[config.mk]
export PLATFORM = sky130hd
export DESIGN_NAME = moxie_wb_arbiter
export DESIGN_NICKNAME = d
export VERILOG_FILES = /design/src/rtl/moxie_wb_arbiter.sv
export SDC_FILE = /design/constraint.sdc
export NUM_CORES = 1
export LEC_CHECK = 0
export CELL_PAD_IN_SITES_DETAIL_PLACEMENT = 2
export CELL_PAD_IN_SITES_GLOBAL_PLACEMENT = 2
export CORE_MARGIN = 4
export CORE_UTILIZATION = 11
export DETAILED_ROUTE_END_ITERATION = 7
export GPL_TIMING_DRIVEN = 0
export MAX_ROUTING_LAYER = met4
export PLACE_DENSITY_LB_ADDON = 0.25
export SETUP_SLACK_MARGIN = 0.5
export SLEW_MARGIN = 0
export SYNTH_ARGS = -nofsm -noshare
export SYNTH_HDL_FRONTEND = slang
export SYNTH_SLANG_ARGS = --single-unit
[constraint.sdc]
create_clock -name clk_i -period 2.25 [get_ports clk_i]
set_input_delay 0.45 -clock clk_i [delete_from_list [all_inputs] [get_ports clk_i]]
set_output_delay 0.45 -clock clk_i [all_outputs]
set_load 0.02 [all_outputs]
[src/rtl/moxie_wb_arbiter.sv]
// Wishbone N-master to 1-slave arbiter with bus lock, fixed or round-robin
// priority, and a per-transfer ack timeout that reports an error to the owner.
module moxie_wb_arbiter #(
    parameter int NUM_MASTERS = 2,
    parameter int DW          = 16,
    parameter int AW          = 32,
    parameter int SELW        = DW / 8,
    parameter int RR_MODE     = 0,
    parameter int TIMEOUT     = 255
) (
    input  logic                        clk_i,
    input  logic                        rst_i,
    input  logic [NUM_MASTERS-1:0]      m_cyc_i,
    input  logic [NUM_MASTERS-1:0]      m_stb_i,
    input  logic [NUM_MASTERS-1:0]      m_we_i,
    input  logic [NUM_MASTERS*AW-1:0]   m_adr_i,
    input  logic [NUM_MASTERS*DW-1:0]   m_dat_i,
    input  logic [NUM_MASTERS*SELW-1:0] m_sel_i,
    output logic [DW-1:0]               m_dat_o,
    output logic [NUM_MASTERS-1:0]      m_ack_o,
    output logic [NUM_MASTERS-1:0]      m_err_o,
    output logic                        s_cyc_o,
    output logic                        s_stb_o,
    output logic                        s_we_o,
    output logic [AW-1:0]               s_adr_o,
    output logic [DW-1:0]               s_dat_o,
    output logic [SELW-1:0]             s_sel_o,
    input  logic [DW-1:0]               s_dat_i,
    input  logic                        s_ack_i,
    output logic [NUM_MASTERS-1:0]      grant_o,
    output logic                        busy_o
);
    localparam int IW = $clog2(NUM_MASTERS);
    localparam int CW = (TIMEOUT > 0) ? $clog2(TIMEOUT + 1) : 1;

    typedef enum logic {IDLE, OWNED} state_e;

    state_e                 state_q;
    logic [NUM_MASTERS-1:0] grant_q;
    logic [IW-1:0]          owner_q;
    logic [IW-1:0]          last_q;
    logic [CW-1:0]          cnt_q;

    logic                   win_vld;
    logic [IW-1:0]          win_idx;
    logic                   owned;
    logic                   own_cyc;
    logic                   own_stb;
    logic                   tmo_hit;

    // Pick the winner; round-robin starts one past the previous owner and wraps.
    always_comb begin
        int cand;
        win_vld = 1'b0;
        win_idx = '0;
        cand    = 0;
        for (int i = 0; i < NUM_MASTERS; i++) begin
            cand = (RR_MODE != 0) ? ((int'(last_q) + 1 + i) % NUM_MASTERS) : i;
            if (!win_vld && m_cyc_i[cand]) begin
                win_vld = 1'b1;
                win_idx = IW'(cand);
            end
        end
    end

    assign owned   = (state_q == OWNED);
    assign own_cyc = m_cyc_i[owner_q];
    assign own_stb = m_stb_i[owner_q];
    assign tmo_hit = (TIMEOUT != 0) && owned && own_stb && !s_ack_i
                     && (cnt_q == CW'(TIMEOUT - 1));

    assign s_cyc_o = owned & own_cyc;
    assign s_stb_o = owned & own_stb & ~tmo_hit;
    assign s_we_o  = owned & m_we_i[owner_q];
    assign s_adr_o = owned ? m_adr_i[int'(owner_q)*AW +: AW] : '0;
    assign s_dat_o = owned ? m_dat_i[int'(owner_q)*DW +: DW] : '0;
    assign s_sel_o = owned ? m_sel_i[int'(owner_q)*SELW +: SELW] : '0;

    assign m_dat_o = s_dat_i;
    assign m_ack_o = {NUM_MASTERS{s_ack_i}} & grant_q;
    assign m_err_o = tmo_hit ? grant_q : '0;
    assign grant_o = grant_q;
    assign busy_o  = owned;

    always_ff @(posedge clk_i or posedge rst_i) begin
        if (rst_i) begin
            state_q <= IDLE;
            grant_q <= '0;
            owner_q <= '0;
            last_q  <= IW'(NUM_MASTERS - 1);
            cnt_q   <= '0;
        end else begin
            case (state_q)
                IDLE: begin
                    cnt_q <= '0;
                    if (win_vld) begin
                        state_q <= OWNED;
                        grant_q <= NUM_MASTERS'(1) << win_idx;
                        owner_q <= win_idx;
                        last_q  <= win_idx;
                    end
                end
                OWNED: begin
                    if (!own_cyc) begin
                        state_q <= IDLE;
                        grant_q <= '0;
                        cnt_q   <= '0;
                    end else if (s_ack_i || tmo_hit) begin
                        cnt_q <= '0;
                    end else if (own_stb && TIMEOUT != 0) begin
                        // Stalled strobe: count toward the timeout.
                        cnt_q <= cnt_q + CW'(1);
                    end
                end
                default: begin
                    state_q <= IDLE;
                    grant_q <= '0;
                    cnt_q   <= '0;
                end
            endcase
        end
    end
endmodule

==> summary.txt <==
GRT
  • Global-route wire length before repair: 14.7 mm
  • Antenna violations before repair: 0
  • Vias in the first global route: 2699
  • Pin count of the biggest net entering global routing: 13
  • GRT Residual Overflow: 0
  • Global Route Usage Sum: between 10% and 20%

STA
  • Setup_tns: 0 ps
  • Final period utilization: 95.6%
  • Maximum clock frequency: 465 MHz
  • Unrepaired setup endpoints after global routing: true
  • Final count of negative-setup-slack endpoints: 0
  • Worst slew pin tran: 524 ps
  • Crit path time final: approximately 2200 ps
  • Setup ws final: 98.9 ps
  • Worst Skew: slightly above 6 ps
  • Slew margin rel.: 65.0%
  • Slew Limit Fails: 0
  • Final Hold Fails: 0

Place
  • Dpl ws: -474 ps
  • Gp weighted congestion: between 0.6 and 0.7
  • Post-detail-place hpwl: 7.97 mm
  • Port Buf Inserts: 184

Outcome
  • Status: completed

Worst setup path
  • FF-to-FF path depth: 6
  • Critical R2R Capture: cnt_q[1]$_DFFE_PP0P_
  • Endpoint type of the worst setup path: primary output
  • Crit Path Category: reg -> out
  • Worst Path Max Fanout: 3
  • RR Startpoint: owner_q$_DFFE_PP0P_
  • Critical path data required time: roughly 1800 ps
  • Worst Path Arrival: between 1500 and 2000 ps
  • Worst R2R Setup Slack: 450 ps
  • Crit path launch type: register

CTS
  • Sink Count: 12
  • Num CTS Buffers: 3
  • CTS tree: built
  • Clock transition at path regs: 50 ps
  • Skew-Pair Late Insertion Delay: 250 ps
  • CTS root buffer: clkbuf_16
  • CTS H-tree depth: 1
  • Max Buffers Root-to-Sink: 2

Yosys
  • Mapped cell area: 1550 sq um
  • Ys flop type: dfrtp_1
  • Post-synth EDFFs: 0
  • Avg Cell Area, Syn: 7.66 sq um
  • Distinct cell type count after synthesis: 28
  • Post-synthesis sequential area ratio: 19.4%
  • Post-Syn Instances: 202
  • Yosys warns: 0
  • Syn_nets: ~330
  • Fraction of registers with async set/reset: 100%
  • Seq cells post-synth: 12

Final layout
  • Nets: 548
  • Antenna cells: 0
  • Share of layout cells above drive strength 1: 33.3%
  • Synthesis-to-finish area growth: 175%
  • # fillers: 1584

Detailed routing
  • Vias: 2300
  • Detailed Routing Iterations Pass 1: 3
  • DRC errors left: 0
  • Final wirelength: slightly below 10 mm
  • Antenna-violating nets left: 0
  • Wire per inst: 16.5 um
  • Via density: between 3 and 4
  • First DRT Iteration DRCs: 12

Power and ir drop
  • Worst VDD drop: between 0.0002 and 0.0003 V
  • P_int: 1.68 mW
  • Clk pwr share: between 10% and 20%
  • Reg power frac: a little under a tenth
  • Sw power: 1.05 mW
  • Pwr Density: 643 nW/um^2
  • Comb power frac: 76.5%
  • Sw Ratio: 38.5%
  • Leak: a little under 2 nW

Die
  • Die height: 127 um
  • Num rows: 43
  • Starting density of the core: ~11%
  • Ports: 201
  • Chip Width: between 100 and 150 um
  • Die area: 16000 sq um
  • Core box area: 13800 sq um

Hold path
  • Worst hold-check path type: in -> async

Job
  • Max Cap Violations: 0
==> stage by stage <==
stage / power (mW) / cells / hold WS (ps) / area (sq um) / utilization [%]
floorplan: 1.06 / 202 / 315 / 1550 / -
global route: 2.91 / 600 / 594 / 4250 / 30.7
global placement: 1.83 / 566 / 532 / 3610 / 26.1
CTS: 2.58 / 589 / 572 / 4020 / 29.1
detailed placement: 1.85 / 566 / 561 / 3610 / 26.1
finish: 2.73 / 600 / 534 / 4250 / 30.7
==> metal layers <==
metal | track usage, % | wire, um | vias up
met5 | - | 0 | -
met4 | 1.96 | 63 | 0
met3 | 3.03 | 661 | 6
met2 | 22.9 | 5520 | 109
met1 | 12.5 | 3670 | 1085
li1 | - | - | 1100
==> power by group through the flow <==
stage / logic [mW] / clock network (mW) / registers [mW]
after floorplan: 0.790 / 0 / 0.272
after detailed placement: 1.58 / 0 / 0.267
after global routing: 2.23 / 0.410 / 0.265
final: 2.09 / 0.382 / 0.260
after global placement: 1.56 / 0 / 0.265
after CTS: 1.94 / 0.387 / 0.259
==> registers in the layout (all words and copies together) (netlist names) <==
signal / count
busy_o: 1
cnt_q: 8
grant_o: 2
owner_q: 1
==> cells in the mapped netlist, types with 2 or more instances <==
cell type	count	share of area (%)
mux2i_1	52	34
buf_2	7	2.3
buf_4	16	7.8
xor2_1	4	2.3
nand2_1	4	0.97
nand3_1	2	0.65
ha_1	2	1.6
and2_1	4	1.6
nand4_1	3	1.2
dfrtp_1	12	19
clkbuf_1	6	1.5
xnor2_1	2	1.1
inv_1	5	1.2
o21ai_0	2	0.65
nor4_1	2	0.81
nor2_1	64	16
a21oi_1	4	1.3
==> cells by family after synthesis <==
logic type	count (synthesis)	share of synthesized area, %
AND/OR/NAND/NOR	85	23.8
multiplexers	54	35.3
buffers and inverters	34	12.7
flip-flops	12	19.4
AO/OA/AOI/OAI	9	3.80
XOR/XNOR	6	3.40
adder cells (fa/ha/maj)	2	1.62
==> repair_timing <==
action	CTS	global route
gates cloned	4	1
pin swaps	5	18
endpoints found under the setup margin	66	65
resized for setup	343	39
hold buffers	0	0
setup buffers	15	10
==> critical path: stages (launching register included) <==
cell	delay, ps
dfrtp_1	400
inv_2	90
ha_4	120
nand4b_1	170
nor4_4	370
and2_1	190
buf_6	120
==> how the worst max path moves through the flow <==
| stage | from | to | slack, ps |
|---|---|---|---|
| 4_1_cts | owner_q$_DFFE_PP0P_ | s_adr_o[4] | 180 |
| 6_report | cnt_q[0]$_DFFE_PP0P_ | m_err_o[0] | 100 |
| 3_3_place_gp | m_stb_i[0] | m_err_o[1] | -490 |
| 3_5_place_dp | m_stb_i[0] | m_err_o[0] | -470 |
| 5_1_grt | cnt_q[0]$_DFFE_PP0P_ | m_err_o[1] | 20 |
| 2_1_floorplan | busy_o$_DFF_PP0_ | s_adr_o[0] | 470 |
==> area by class of cell <==
type	count	area [sq um]	share of cell area (%)
plain buffers	29	347	8.16
clock buffers	4	88.8	2.09
well taps	180	225	5.30
multi-input cells	156	1150	27.1
inverters	5	21.3	0.501
repair buffers	214	2110	49.6
flip-flops and latches	12	304	7.16
==> placed cells by master, fill, tap and decap left out, types with 2 or more instances in the layout <==
master	count
inv_1	3
a21oi_1	4
mux2i_2	4
dfrtp_2	3
clkbuf_8	5
buf_12	8
nor2_1	61
buf_4	78
nand3_1	2
xnor2_1	2
dlygate4sd2_1	8
clkbuf_16	5
dlymetal6s2s_1	2
nor2_2	2
clkdlybuf4s50_1	119
mux2i_1	46
buf_8	3
dfrtp_1	9
nand4_1	3
o21ai_0	2
buf_16	4
and2_1	3
buf_6	14
nand2_1	4
xor2_1	4
mux2i_4	3
Note: power is estimated with default switching activity, not from simulation.
